`config.mk`:
```
export PLATFORM = sky130hd
export DESIGN_NAME = r200_fetchq
export DESIGN_NICKNAME = d
export VERILOG_FILES = /design/src/rtl/r200_fetchq.sv
export SDC_FILE = /design/constraint.sdc
export NUM_CORES = 1
export LEC_CHECK = 0
export CORE_UTILIZATION = 45
export CTS_CLUSTER_DIAMETER = 100
export CTS_CLUSTER_SIZE = 10
export DETAILED_ROUTE_END_ITERATION = 10
export PLACE_DENSITY = 0.68
export SYNTH_ARGS = -nofsm -noshare
export SYNTH_HDL_FRONTEND = slang
export SYNTH_SLANG_ARGS = --single-unit
```
`constraint.sdc`:
```
create_clock -name clk -period 5.1 [get_ports clk]
set_clock_uncertainty 0.15 [all_clocks]
set_input_delay 1.53 -clock clk [delete_from_list [all_inputs] [get_ports clk]]
set_output_delay 1.53 -clock clk [all_outputs]
set_load 0.02 [all_outputs]
```
`src/rtl/r200_fetchq.sv`:
```
// Instruction fetch queue: one outstanding imem read at a time, results buffered
// in a DEPTH-entry FIFO of {instruction, pc}; redirect flushes and refetches.
module r200_fetchq #(
    parameter int              XLEN     = 32,
    parameter int              DEPTH    = 4,
    parameter logic [XLEN-1:0] RESET_PC = '0
) (
    input  logic                     clk,
    input  logic                     rst,
    output logic                     imem_req,
    output logic [XLEN-1:0]          imem_addr,
    input  logic                     imem_ack,
    input  logic [31:0]              imem_rdata,
    input  logic                     redirect,
    input  logic [XLEN-1:0]          redirect_pc,
    output logic                     deq_valid,
    input  logic                     deq_ready,
    output logic [31:0]              deq_instrn,
    output logic [XLEN-1:0]          deq_pc,
    output logic [XLEN-1:0]          deq_pcp4,
    output logic [$clog2(DEPTH):0]   count
);
    localparam int AW = $clog2(DEPTH);
    localparam int CW = AW + 1;

    typedef enum logic [1:0] {IDLE = 2'd0, WAIT = 2'd1, WAIT_STALE = 2'd2} state_t;

    state_t          state_q, state_d;
    logic [XLEN-1:0] fetch_pc_q, fetch_pc_d;
    logic [XLEN-1:0] req_addr_q, req_addr_d;
    logic [AW-1:0]   rd_ptr_q, rd_ptr_d, wr_ptr_q, wr_ptr_d;
    logic [CW-1:0]   count_q, count_d;
    logic [31:0]     instr_q [DEPTH];
    logic [XLEN-1:0] pc_q    [DEPTH];
    logic            push, pop, has_room;
    logic [XLEN-1:0] redir_pc;
    logic            unused_lsbs;

    assign redir_pc    = {redirect_pc[XLEN-1:2], 2'b00};
    assign unused_lsbs = ^redirect_pc[1:0];
    assign has_room    = count_q < CW'(DEPTH);
    assign deq_valid   = count_q != '0;
    assign pop         = deq_valid && deq_ready && !redirect;
    assign count       = count_q;
    assign deq_instrn  = instr_q[rd_ptr_q];
    assign deq_pc      = pc_q[rd_ptr_q];
    assign deq_pcp4    = pc_q[rd_ptr_q] + XLEN'(4);

    // The issued address is latched separately so a redirect while waiting can
    // move fetch_pc without disturbing the request still on the bus.
    always_comb begin
        state_d    = state_q;
        fetch_pc_d = fetch_pc_q;
        req_addr_d = req_addr_q;
        imem_req   = 1'b0;
        imem_addr  = fetch_pc_q;
        push       = 1'b0;
        unique case (state_q)
            IDLE: begin
                if (!redirect && has_room) begin
                    imem_req   = 1'b1;
                    req_addr_d = fetch_pc_q;
                    state_d    = WAIT;
                end
            end
            WAIT: begin
                imem_req  = 1'b1;
                imem_addr = req_addr_q;
                if (imem_ack) begin
                    state_d = IDLE;
                    if (!redirect) begin
                        push       = 1'b1;
                        fetch_pc_d = req_addr_q + XLEN'(4);
                    end
                end else if (redirect) begin
                    state_d = WAIT_STALE;
                end
            end
            WAIT_STALE: begin
                imem_req  = 1'b1;
                imem_addr = req_addr_q;
                if (imem_ack) state_d = IDLE;
            end
            default: state_d = IDLE;
        endcase
        if (redirect) fetch_pc_d = redir_pc;
        if (rst) imem_req = 1'b0;
    end

    always_comb begin
        rd_ptr_d = rd_ptr_q;
        wr_ptr_d = wr_ptr_q;
        count_d  = count_q;
        if (redirect) begin
            rd_ptr_d = '0;
            wr_ptr_d = '0;
            count_d  = '0;
        end else begin
            if (pop)  rd_ptr_d = rd_ptr_q + AW'(1);
            if (push) wr_ptr_d = wr_ptr_q + AW'(1);
            if (push && !pop)      count_d = count_q + CW'(1);
            else if (pop && !push) count_d = count_q - CW'(1);
        end
    end

    always_ff @(posedge clk) begin
        if (rst) begin
            state_q    <= IDLE;
            fetch_pc_q <= RESET_PC;
            req_addr_q <= RESET_PC;
            rd_ptr_q   <= '0;
            wr_ptr_q   <= '0;
            count_q    <= '0;
        end else begin
            state_q    <= state_d;
            fetch_pc_q <= fetch_pc_d;
            req_addr_q <= req_addr_d;
            rd_ptr_q   <= rd_ptr_d;
            wr_ptr_q   <= wr_ptr_d;
            count_q    <= count_d;
        end
    end

    always_ff @(posedge clk) begin
        if (push && !rst) begin
            instr_q[wr_ptr_q] <= imem_rdata;
            pc_q[wr_ptr_q]    <= req_addr_q;
        end
    end
endmodule

```
### After elaboration in Yosys (flattened, before gate mapping)

Memories as Yosys holds them, arrays and structs flattened. A register that Yosys moved wholly into a read port is not among the register bits.
Cells that the tools add are included.

* multiplexer cells: 23
* equality and inequality tests: 5
* reduce and logical (&&, ||, !) cells: 21
* add/sub/neg operators: 6
* order comparisons: 1

Operators with widths (count)
* 32-bit 2-to-1 mux: 4
* 32-bit by 3-bit adder with 32-bit output, second input constant: 2
* 2-bit 2-to-1 mux: 8
* 1-bit 2-to-1 mux: 7
* 1-bit logical AND: 6
* 3-bit 2-to-1 mux: 2
* 2-bit one-hot mux with 3 select lines: 1
* 2-bit AND reduction: 3
* 2-bit nonzero test: 3
* 2-bit by 1-bit adder with 2-bit output, second input constant: 2
* 1-bit zero test: 4
* 2-bit != test, second input constant: 2
* 2-bit OR reduction: 2
* 3-bit by 1-bit adder with 3-bit output, second input constant: 1
* 3-bit < comparator, second input constant: 1
* 3-bit != test, second input constant: 1
* 3-bit AND reduction: 1
* 3-bit nonzero test: 1
* 3-bit by 1-bit subtractor with 3-bit output, second input constant: 1
* 2-bit by 1-bit equality test with 1-bit output, second input constant: 1
* 2-bit equality test, second input constant: 1
* 2-bit zero test: 1
* 1-bit one-hot mux with 2 select lines: 1

* memories kept: 2
* RAM bits: 256
* bits in registers: 73

Memories
* instr_q: words 4, width 32, rd ports 1, clocked after memory_dff 1, wr ports 1, line 33 `logic [31:0] instr_q [DEPTH];`
* pc_q: words 4, width 32, rd ports 1, clocked after memory_dff 1, wr ports 1, line 34 `logic [XLEN-1:0] pc_q [DEPTH];`

### Longest topological paths before layout

Gate-level depths: netlist of the first run.

* depth after elaboration: 7
* depth in mapped cells: 11
* gate-level depth less buffers: 10

### Worst setup path after synthesis of the first run

OpenSTA, ideal clock, no wires.

* path type: input to register
* from: input port imem_ack
* to: memory instr_q[0][0], enable pin
* arrival: 3802 ps
* required time: 4521 ps
* path slack: 719 ps
* stages: 4
* cell sequence: and2_1 -> clkbuf_1 -> clkbuf_1 -> and3_1

* cells in the longest elaborated chain, start to end: 5

Ends and longest elaborated chain
* start: declaration: line 12 `input logic imem_ack,`
* 1-bit 2-to-1 mux: line 69 `if (imem_ack) begin`
* 1-bit 2-to-1 mux: line 58 `unique case (state_q)`
* 1-bit logical AND: line 125 `if (push && !rst) begin`
* 1-bit 2-to-1 mux: line 125
* 1-bit 2-to-1 mux (not written as such): line 126 `instr_q[wr_ptr_q] <= imem_rdata;`
* end: declaration: line 33

No other way between the ends.

==> impl_metrics.env, run 1 <==
export IMPL_setup_viol=0
export IMPL_synth_seq_cells=331
export IMPL_power_frac_seq_pct=50.0
export IMPL_h_tree_depth=2
export IMPL_required_ps=3420
export IMPL_diodes=0
export IMPL_grt_pass1_wl_mm=47.6
export IMPL_num_vias=8598
export IMPL_cts_buffer_depth=3
export IMPL_synth_fa_ha_area_share_pct=1.22
export IMPL_row_count=64
export IMPL_path_clk_slew_ps=60
export IMPL_final_period_utilization_pct=97.2
export IMPL_yosysWarnings=0
export IMPL_root_buffer="clkbuf_16"
export IMPL_synthXorXnorAreaFrac_pct=3.27
export IMPL_grtUsageTotal_pct=19.8
export IMPL_tns_ps=0
export IMPL_dieArea_um2=31600
export IMPL_ant_nets=0
export IMPL_gp_congestion=0.753
export IMPL_nFillCells=2450
export IMPL_min_path_type="flop to flop"
export IMPL_grt_max_degree=67
export IMPL_final_nets=1232
export IMPL_portBuffers=199
export IMPL_synth_area_mux_share_pct=13.2
export IMPL_drc=0
export IMPL_initial_utilization_pct=45.6
export IMPL_max_freq_ghz=0.202
export IMPL_yosys_area_share_simple_pct=9.08
export IMPL_syn_to_final_growth_pct=25.7
export IMPL_worstPathArrival_ps=3280
export IMPL_syn_nets=1019
export IMPL_finalMaxSlewViolations=0
export IMPL_ys_flop_type="edfxtp_1"
export IMPL_r2r_cells=5
export IMPL_synthArstFlopShare_pct=0
export IMPL_grt_pass1_vias=8396
export IMPL_clk_latency_ps=520
export IMPL_yosysTopAreaCell="edfxtp_1"
export IMPL_die_x_um=178
export IMPL_synth_distinct_cells=49
export IMPL_synth_edf_count=256
export IMPL_max_stage_delay_ps=580
export IMPL_seq_area_um2=9200
export IMPL_p_sw_share_pct=23.0
export IMPL_antenna_found_initial=0
export IMPL_path_cells="mux4_2, ha_1, nand2_1, o22ai_2, or4b_4, buf_4, nor3_2, xor2_1, dlygate4sd2_1"
export IMPL_syn_avg_cell_area_um2=14.9
export IMPL_path_class="flop to output port"
export IMPL_drt_iter0_markers=662
export IMPL_p_int_mw=4.63
export IMPL_cts_tree="yes"
export IMPL_maxCapViolations=0
export IMPL_ys_seq_area_share_pct=66.0
export IMPL_drive_above_1_share_pct=16.7
export IMPL_synthesis_area_um2=13900
export IMPL_synthTopCellsByArea="edfxtp_1, dfxtp_1, mux4_2"
export IMPL_fp_dieH_um=178
export IMPL_synth_top_area_share_pct=55.2
export IMPL_critPathLaunchType="flop"
export IMPL_dr_pass1_iters=5
export IMPL_power_density_nw_per_um2=344
export IMPL_tightest_slew_ps=808
export IMPL_p_leak_nw=5.80
export IMPL_cp_slowest_cell="or4b_4"
export IMPL_ios=202
export IMPL_core_um2=30500
export IMPL_hold_depth=2
export IMPL_share_comb_of_total_power_pct=10.3
export IMPL_final_hold_violation_count=0
export IMPL_cts_made_buffers=39
export IMPL_power_switching_mw=1.39
export IMPL_hpwl_mm=19.7
export IMPL_synth_top_family_by_area="multiplexers"
export IMPL_post_drt_wl_per_cell_um=20.0
export IMPL_overflow=0
export IMPL_synth_compound_area_share_pct=4.98
export IMPL_routed_wl_mm=31.2
export IMPL_cts_sinks=331
export IMPL_syn_inst=937
export IMPL_ctsHoldBuffers=0
export IMPL_vias_per_cell=5.51
export IMPL_status="finished, final reports clean"
export IMPL_min_period_ps=4960
export IMPL_cp_max_fo=10
export IMPL_p_clk_share_pct=39.6
export IMPL_cp_end_kind="output port"
export IMPL_multiInputGateArea_um2=4460
export IMPL_maxSlewHeadroom_pct=46.1
export IMPL_total_power_mw=6.01
export IMPL_vdd_drop_max_uv=330
[power by group through the flow]
stage	clock network (mW)	logic, mW	registers [mW]
6_report	2.38	0.621	3.01
5_1_grt	2.55	0.667	3.01
4_1_cts	2.44	0.626	3.01
3_5_place_dp	0	0.622	3.06
3_3_place_gp	0	0.619	3.06
2_1_floorplan	0	0.364	3.04
[per-layer routing]
metal  routed length (um)  vias to the layer above  GRT usage [%]
met5                    0                        -              0
met1                14400                     4299           28.6
met4                  503                        0           4.42
li1                     -                     3988              -
met3                 1900                       43           3.47
met2                14400                      268           31.3
[cell usage after synthesis, types with 3 or more instances]
master      n
or4_1       3
xnor2_1    30
a21oi_1    63
buf_2       7
nand4_1     6
nor3_2      5
nor4_1     13
a31o_1      4
or3_1       4
xor2_1     22
mux2_2     32
o21ai_0    11
a211oi_1    5
o22ai_1    13
nor3_1     11
nand2_1   118
dfxtp_1    75
or2_2       3
and3_1     16
a211o_1     9
and4_1      4
and2_1      5
inv_1      16
mux2i_1     4
buf_6       3
clkbuf_1   35
nand3_1    19
buf_1       7
ha_1       12
buf_4       3
edfxtp_1  256
o31a_1      5
nor3b_1     3
o31ai_1     3
nor2_1     35
mux4_2     64
[sequential cells by signal (all words and copies together) (netlist names), named ones only]
| signal | cells |
|---|---|
| instr_q | 128 |
| pc_q | 128 |
| fetch_pc_q | 32 |
| req_addr_q | 32 |
| count | 3 |
| rd_ptr_q | 2 |
| state_q | 2 |
| wr_ptr_q | 2 |
[stage by stage]
step	instance area, um^2	cells	utilization (%)	setup WS [ps]	hold slack (ps)
global route	17500	1560	57.4	-1.86	330
CTS	17500	1558	57.3	31.6	301
global placement	16400	1501	53.7	326	299
finish	17500	1560	57.4	143	301
floorplan	13900	937	-	719	288
detailed placement	16400	1501	53.7	318	307
[area by class of cell]
cell class	count	share of cell area, %
Clock buffer	51	5.83
Multi-Input combinational cell	535	25.5
Clock inverter	4	0.200
Sequential cell	331	52.5
Inverter	16	0.343
Tap cell	396	2.83
Timing Repair Buffer	227	12.8
[worst paths after layout]
| path | from | endpoint | slack (ps) |
|---|---|---|---|
| setup / recovery | flop | deq_pcp4[26] | 140 |
| hold / removal | fetch_pc_q[29] | req_addr_q[29] | 300 |
| hold reg to reg | fetch_pc_q[29] | req_addr_q[29] | 300 |
| setup reg to reg | req_addr_q[10] | fetch_pc_q[23] | 2370 |
[critical path, delay by kind of cell, from the launching register on]
kind / cells / cell delay (ps)
AND/OR/NAND/NOR: 3 / 800
flip-flops: 1 / 410
buffers and inverters: 2 / 520
XOR/XNOR: 1 / 150
adder cells (fa/ha/maj): 1 / 230
multiplexers: 1 / 420
AO/OA/AOI/OAI: 1 / 220
[cells by family (layout without fill, tap and decap cells)]
family,Yosys count,in the layout
compound gates,116,116
buf+inv,71,298
simple gates,254,254
mux,100,100
fa+ha+maj,13,13
flops,331,331
xor+xnor,52,52
[placed cells by master (no fill, tap or decap), types with 5 or more instances in the layout]
| master | n |
|---|---|
| edfxtp_1 | 256 |
| clkdlybuf4s50_1 | 183 |
| nand2_1 | 118 |
| dfxtp_1 | 73 |
| mux4_2 | 64 |
| a21oi_1 | 63 |
| clkbuf_16 | 39 |
| nor2_1 | 35 |
| mux2_2 | 32 |
| xnor2_1 | 30 |
| buf_4 | 24 |
| xor2_1 | 22 |
| nand3_1 | 19 |
| inv_1 | 16 |
| nor4_1 | 13 |
| o22ai_1 | 12 |
| and3_1 | 12 |
| ha_1 | 12 |
| clkbuf_1 | 12 |
| o21ai_0 | 11 |
| nor3_1 | 11 |
| a211o_1 | 9 |
| nand4_1 | 6 |
| o31a_1 | 5 |
| a211oi_1 | 5 |
| and2_1 | 5 |
| nor3_2 | 5 |
| dlymetal6s2s_1 | 5 |
[repair_timing]
action / CTS / global route
resized for setup: 13 / 14
setup buffers: 2 / 2
endpoints found under the setup margin: 15 / 11
hold endpoints to repair: 0 / 0
No activity file was read; power rests on OpenSTA's default activity.
==> run 2: changes to the inputs <==
==> constraint.sdc (replaced) <==
create_clock -name clk -period 5.1 [get_ports clk]
set_clock_uncertainty 0.15 [all_clocks]
set_input_delay 1.02 -clock clk [delete_from_list [all_inputs] [get_ports clk]]
set_output_delay 1.02 -clock clk [all_outputs]
set_load 0.02 [all_outputs]
==> run 2 against run 1 <==
  * Fmax increased by 4.7%
  * Via count down 0.55%
  * Sequential cell count is the same
  * Critical endpoint is now deq_pcp4[20]
  * Hold slack improved by 9.3 ps
  * Highest routed layer unchanged
  * Count of clock-buffer cells in the layout up 3
==> impl_metrics.env, run 2 (synthesized netlist as in run 1, its figures left out) <==
export IMPL_status="finished, final reports clean"
export IMPL_die_x_um=178
export IMPL_grt_busiest_layer="met2"
export IMPL_syn_to_final_growth_pct=25.3
export IMPL_ctsHoldBuffers=0
export IMPL_drt_iter0_markers=697
export IMPL_min_path_type="flop to flop"
export IMPL_post_cts_buffers=0
export IMPL_finalMaxSlewViolations=0
export IMPL_cts_buffer_depth=3
export IMPL_overflow=0
export IMPL_gp_congestion=0.761
export IMPL_power_switching_mw=1.36
export IMPL_vdd_drop_max_uv=208
export IMPL_maxSlewHeadroom_pct=49.7
export IMPL_p_leak_nw=5.70
export IMPL_routed_wl_mm=30.6
export IMPL_p_int_mw=4.68
export IMPL_grtUsageTotal_pct=19.5
export IMPL_root_buffer="clkbuf_16"
export IMPL_fin_cells=1552
export IMPL_dr_pass1_iters=5
export IMPL_grt_pass1_wl_mm=47.1
export IMPL_multiInputGateArea_um2=4440
export IMPL_post_drt_wl_per_cell_um=19.7
export IMPL_portBuffers=199
export IMPL_use_met1_pct=27.8
export IMPL_grt_pass1_vias=8407
export IMPL_p_sw_share_pct=22.5
export IMPL_diodes=0
export IMPL_antenna_found_initial=0
export IMPL_h_tree_depth=2
export IMPL_worstPathArrival_ps=3570
export IMPL_cts_tree="yes"
export IMPL_tightest_slew_ps=754
export IMPL_total_power_mw=6.05
export IMPL_final_period_utilization_pct=92.9
export IMPL_cp_slowest_cell="clkdlybuf4s50_1"
export IMPL_fp_dieH_um=178
export IMPL_setup_viol=0
export IMPL_critPathLaunchType="flop"
export IMPL_seq_area_um2=9200
export IMPL_p_clk_share_pct=40.0
export IMPL_drc=0
export IMPL_row_count=64
export IMPL_clk_latency_ps=510
export IMPL_cp_end_kind="output port"
export IMPL_cp_max_fo=16
export IMPL_ios=202
export IMPL_dieArea_um2=31600
export IMPL_tns_ps=0
export IMPL_power_frac_seq_pct=49.7
export IMPL_hpwl_mm=19.4
export IMPL_power_density_nw_per_um2=347
export IMPL_hold_slack_ps=310
export IMPL_reg_largest_list="instr_q x128, pc_q x128"
export IMPL_maxCapViolations=0
export IMPL_dp_cells=1497
export IMPL_ant_nets=0
export IMPL_final_cell_mix="edfxtp_1, clkdlybuf4s50_1, nand2_1"
export IMPL_vias_per_cell=5.51
export IMPL_max_freq_ghz=0.211
export IMPL_required_ps=3930
export IMPL_grtUsageMet2_pct=31.0
export IMPL_share_comb_of_total_power_pct=10.3
export IMPL_rsz0062_at_grt="false"
export IMPL_path_class="flop to output port"
export IMPL_num_vias=8551
export IMPL_cts_sinks=331
export IMPL_path_clk_slew_ps=60
export IMPL_final_nets=1224
export IMPL_grt_max_degree=56
export IMPL_grt_use_met3_pct=3.19
export IMPL_cts_made_buffers=39
export IMPL_crit_family="simple AND/OR/NAND/NOR gates"
export IMPL_post_cts_resized=0
export IMPL_nFillCells=2465
export IMPL_final_hold_violation_count=0
export IMPL_path_cells="mux4_2, ha_1, nand2_1, o22ai_1, or4b_4, nor3_2, xor2_1, clkdlybuf4s50_1"
export IMPL_final_common_cell="edfxtp_1"
export IMPL_path_buf_inv=1
export IMPL_initial_utilization_pct=45.6
export IMPL_drive_above_1_share_pct=15.7
export IMPL_max_stage_delay_ps=680
export IMPL_min_period_ps=4740
export IMPL_core_um2=30500
run 2: worst reg2reg max path, cell delays in order, from the launching register on:
cell and delay (ps):
dfxtp_1 550, nand4_1 260, or3_1 730, or4_1 620, a31o_1 210, a21oi_1 130
run 2: worst paths after layout:
path                       start        endpoint  slack [ps]  depth (start not counted)
hold reg to reg    fetch_pc_q[9]   req_addr_q[9]         310                          2
hold / removal     fetch_pc_q[9]   req_addr_q[9]         310                          2
setup / recovery            flop    deq_pcp4[20]         360                          8
setup reg to reg  req_addr_q[10]  fetch_pc_q[22]        2370                          5
run 2: metal layers:
layer | vias up | part of all wire (%)
li1 | 3965 | -
met1 | 4266 | 46
met2 | 276 | 46
met3 | 44 | 6.1
met4 | 0 | 1.8
met5 | - | 0
run 2: area by class of cell:
type / instances / area share (%)
sequential: 331 / 52.7
multi-input combinational: 535 / 25.5
timing repair buffer: 219 / 12.4
clock buffer: 54 / 6.16
tap: 396 / 2.84
inverter: 16 / 0.344
clock inverter: 1 / 0.0502
run 2: power by group through the flow:
stage / sequential (mW) / combinational [mW] / clock, mW
floorplan: 3.04 / 0.364 / 0
finish: 3.01 / 0.620 / 2.42
global placement: 3.06 / 0.619 / 0
global route: 3.01 / 0.668 / 2.57
CTS: 3.01 / 0.625 / 2.47
detailed placement: 3.06 / 0.621 / 0
run 2: through the flow:
stage | util, % | instance area, um^2 | setup slack (ps)
final | 57.2 | 17400 | 364
after global routing | 57.2 | 17400 | 161
after CTS | 57.2 | 17400 | 328
after detailed placement | 53.6 | 16400 | 882
after global placement | 53.6 | 16400 | 900
after floorplan | - | 13900 | 1230
==> run 3: changes to the inputs <==
--- a/config.mk
+++ b/config.mk
@@ -5,11 +5,11 @@
 export SDC_FILE = /design/constraint.sdc
 export NUM_CORES = 1
 export LEC_CHECK = 0
-export CORE_UTILIZATION = 45
+export CORE_UTILIZATION = 40
 export CTS_CLUSTER_DIAMETER = 100
 export CTS_CLUSTER_SIZE = 10
 export DETAILED_ROUTE_END_ITERATION = 10
-export PLACE_DENSITY = 0.68
+export RECOVER_POWER = 50
 export SYNTH_ARGS = -nofsm -noshare
 export SYNTH_HDL_FRONTEND = slang
 export SYNTH_SLANG_ARGS = --single-unit
==> constraint.sdc (replaced) <==
create_clock -name clk -period 4.75 [get_ports clk]
set_clock_uncertainty 0.15 [all_clocks]
set_input_delay 0.95 -clock clk [delete_from_list [all_inputs] [get_ports clk]]
set_output_delay 0.95 -clock clk [all_outputs]
set_load 0.02 [all_outputs]
==> run 3 against run 2 <==
  * The run now ends with capacitance limit, slew limit left
  * Setup slack got worse by 150 ps
  * Total power increased by 6.8%
  * Global-route usage decreased by 1.2 points
  * Critical path type unchanged
==> impl_metrics.env, run 3 (synthesized netlist as in run 1, its figures left out) <==
export IMPL_vias_per_cell=5.29
export IMPL_final_hold_violation_count=0
export IMPL_finalMaxSlewViolations=99
export IMPL_cp_max_fo=7
export IMPL_num_vias=8533
export IMPL_seq_area_um2=9200
export IMPL_share_comb_of_total_power_pct=10.4
export IMPL_vdd_drop_max_uv=187
export IMPL_final_nets=1232
export IMPL_drt_iter0_markers=595
export IMPL_drc=0
export IMPL_power_switching_mw=1.50
export IMPL_ios=202
export IMPL_dp_cells=1551
export IMPL_min_path_type="flop to flop"
export IMPL_p_sw_share_pct=23.1
export IMPL_dieArea_um2=35600
export IMPL_ant_nets=0
export IMPL_grt_pass1_wl_mm=50.0
export IMPL_path_class="flop to output port"
export IMPL_max_freq_ghz=0.220
export IMPL_p_clk_share_pct=39.6
export IMPL_rsz0062_at_grt="false"
export IMPL_core_um2=33900
export IMPL_final_common_cell="edfxtp_1"
export IMPL_post_drt_wl_per_cell_um=20.5
export IMPL_antenna_found_initial=0
export IMPL_r2r_cells=5
export IMPL_p_int_mw=4.96
export IMPL_max_stage_delay_ps=610
export IMPL_p_leak_nw=5.83
export IMPL_hpwl_mm=20.3
export IMPL_final_cell_mix="edfxtp_1, clkdlybuf4s50_1, nand2_1"
export IMPL_critPathLaunchType="flop"
export IMPL_tns_ps=0
export IMPL_routed_wl_mm=33.0
export IMPL_path_cells="mux4_2, ha_1, nand2_1, o22ai_4, or4b_4, nor3_2, xor2_1, clkdlybuf4s50_1"
export IMPL_setup_viol=0
export IMPL_ctsHoldBuffers=0
export IMPL_power_density_nw_per_um2=366
export IMPL_tightest_slew_ps=1840
export IMPL_path_clk_slew_ps=50
export IMPL_portBuffers=199
export IMPL_overflow=0
export IMPL_row_count=67
export IMPL_drive_above_1_share_pct=15.7
export IMPL_nFillCells=2840
export IMPL_h_tree_depth=2
export IMPL_status="complete, but fails checks"
export IMPL_root_buffer="clkbuf_16"
export IMPL_cts_made_buffers=39
export IMPL_rrSetupSlack_ps=960
export IMPL_violations="capacitance limit, slew limit"
export IMPL_reg_largest_list="instr_q x128, pc_q x128"
export IMPL_power_frac_seq_pct=50.0
export IMPL_maxSlewHeadroom_pct=-22.7
export IMPL_dr_pass1_iters=5
export IMPL_endpoint="deq_pcp4[30]"
export IMPL_grt_pass1_vias=8553
export IMPL_cts_buffer_depth=3
export IMPL_diodes=0
export IMPL_grtUsageTotal_pct=18.3
export IMPL_maxCapViolations=3
export IMPL_die_x_um=189
export IMPL_fp_dieH_um=189
export IMPL_cp_slowest_cell="clkdlybuf4s50_1"
export IMPL_multiInputGateArea_um2=4460
export IMPL_cp_end_kind="output port"
export IMPL_r2r_start="state_q[1]"
export IMPL_cts_tree="yes"
export IMPL_syn_to_final_growth_pct=26.7
export IMPL_gp_congestion=0.749
export IMPL_min_period_ps=4540
export IMPL_hold_slack_ps=314
export IMPL_cts_sinks=331
export IMPL_grt_max_degree=53
export IMPL_final_period_utilization_pct=95.5
export IMPL_worstPathArrival_ps=3440
export IMPL_clk_latency_ps=510
export IMPL_required_ps=3650
export IMPL_fin_cells=1612
export IMPL_initial_utilization_pct=41.1
export IMPL_reg2reg_to="instr_q[2][16]"
==> run 3: cell types whose count changed in the layout (fill, tap and decap cells not counted), sizes merged <==
cell / change
or4b: +1
dlygate4sd3: +36
clkdlybuf4s50: -43
inv: +3
buf: +1
clkbuf: +3
dlymetal6s2s: +7
==> run 3: layout make-up <==
type,instances,share of cell area (%)
clock buffers,51,5.79
clock inverters,4,0.199
inverters,16,0.341
multi-input cells,536,25.3
flip-flops and latches,331,52.2
well taps,448,3.18
repair buffers,226,13.0
==> run 3: worst min path at each step <==
stage	startpoint	endpoint	slack (ps)	cells after the start
3_5_place_dp	fetch_pc_q[23]	req_addr_q[23]	300	2
5_1_grt	fetch_pc_q[18]	req_addr_q[18]	340	2
4_1_cts	fetch_pc_q[23]	req_addr_q[23]	310	2
2_1_floorplan	fetch_pc_q[31]	req_addr_q[31]	290	2
3_3_place_gp	fetch_pc_q[31]	req_addr_q[31]	300	2
6_report	fetch_pc_q[25]	req_addr_q[25]	310	2
==> run 3: power groups by stage <==
stage / clock network, mW / registers, mW / logic, mW
after floorplan: 0 / 3.27 / 0.391
after global placement: 0 / 3.29 / 0.677
after detailed placement: 0 / 3.29 / 0.679
after CTS: 2.63 / 3.23 / 0.685
after global routing: 2.73 / 3.24 / 0.720
final: 2.56 / 3.23 / 0.670
==> run 3: through the flow <==
step | power, mW | cell area, um^2 | util [%] | setup slack (ps)
2_1_floorplan | 3.66 | 13900 | - | 949
3_3_place_gp | 3.96 | 16500 | 48.7 | 435
3_5_place_dp | 3.97 | 16500 | 48.7 | 433
4_1_cts | 6.54 | 17600 | 51.9 | 6.53
5_1_grt | 6.69 | 17600 | 52.1 | 51.1
6_report | 6.46 | 17600 | 52.1 | 212
==> run 3: metal layers <==
| metal | global-route usage, % | vias up | wire, um |
|---|---|---|---|
| li1 | - | 3992 | - |
| met1 | 26.4 | 4262 | 15400 |
| met2 | 28.8 | 244 | 15500 |
| met3 | 2.98 | 35 | 1710 |
| met4 | 4.47 | 0 | 431 |
| met5 | 0 | - | 0 |
==> run 3: critical path, delay by kind of cell (launching register included) <==
family / cells / cell delay, ps
xor gates and xnor gates: 1 / 150
buffers and inverters: 1 / 610
and+or+nand+nor: 3 / 830
muxes: 1 / 420
adders and majority gates: 1 / 220
AOI/OAI and AO/OA: 1 / 270
DFF: 1 / 410
==> run 3: repair_timing <==
item | CTS | global route
cloned | 0 | 2
gates resized for setup | 0 | 11
setup endpoints to repair | 10 | 12
setup buffers | 3 | 1
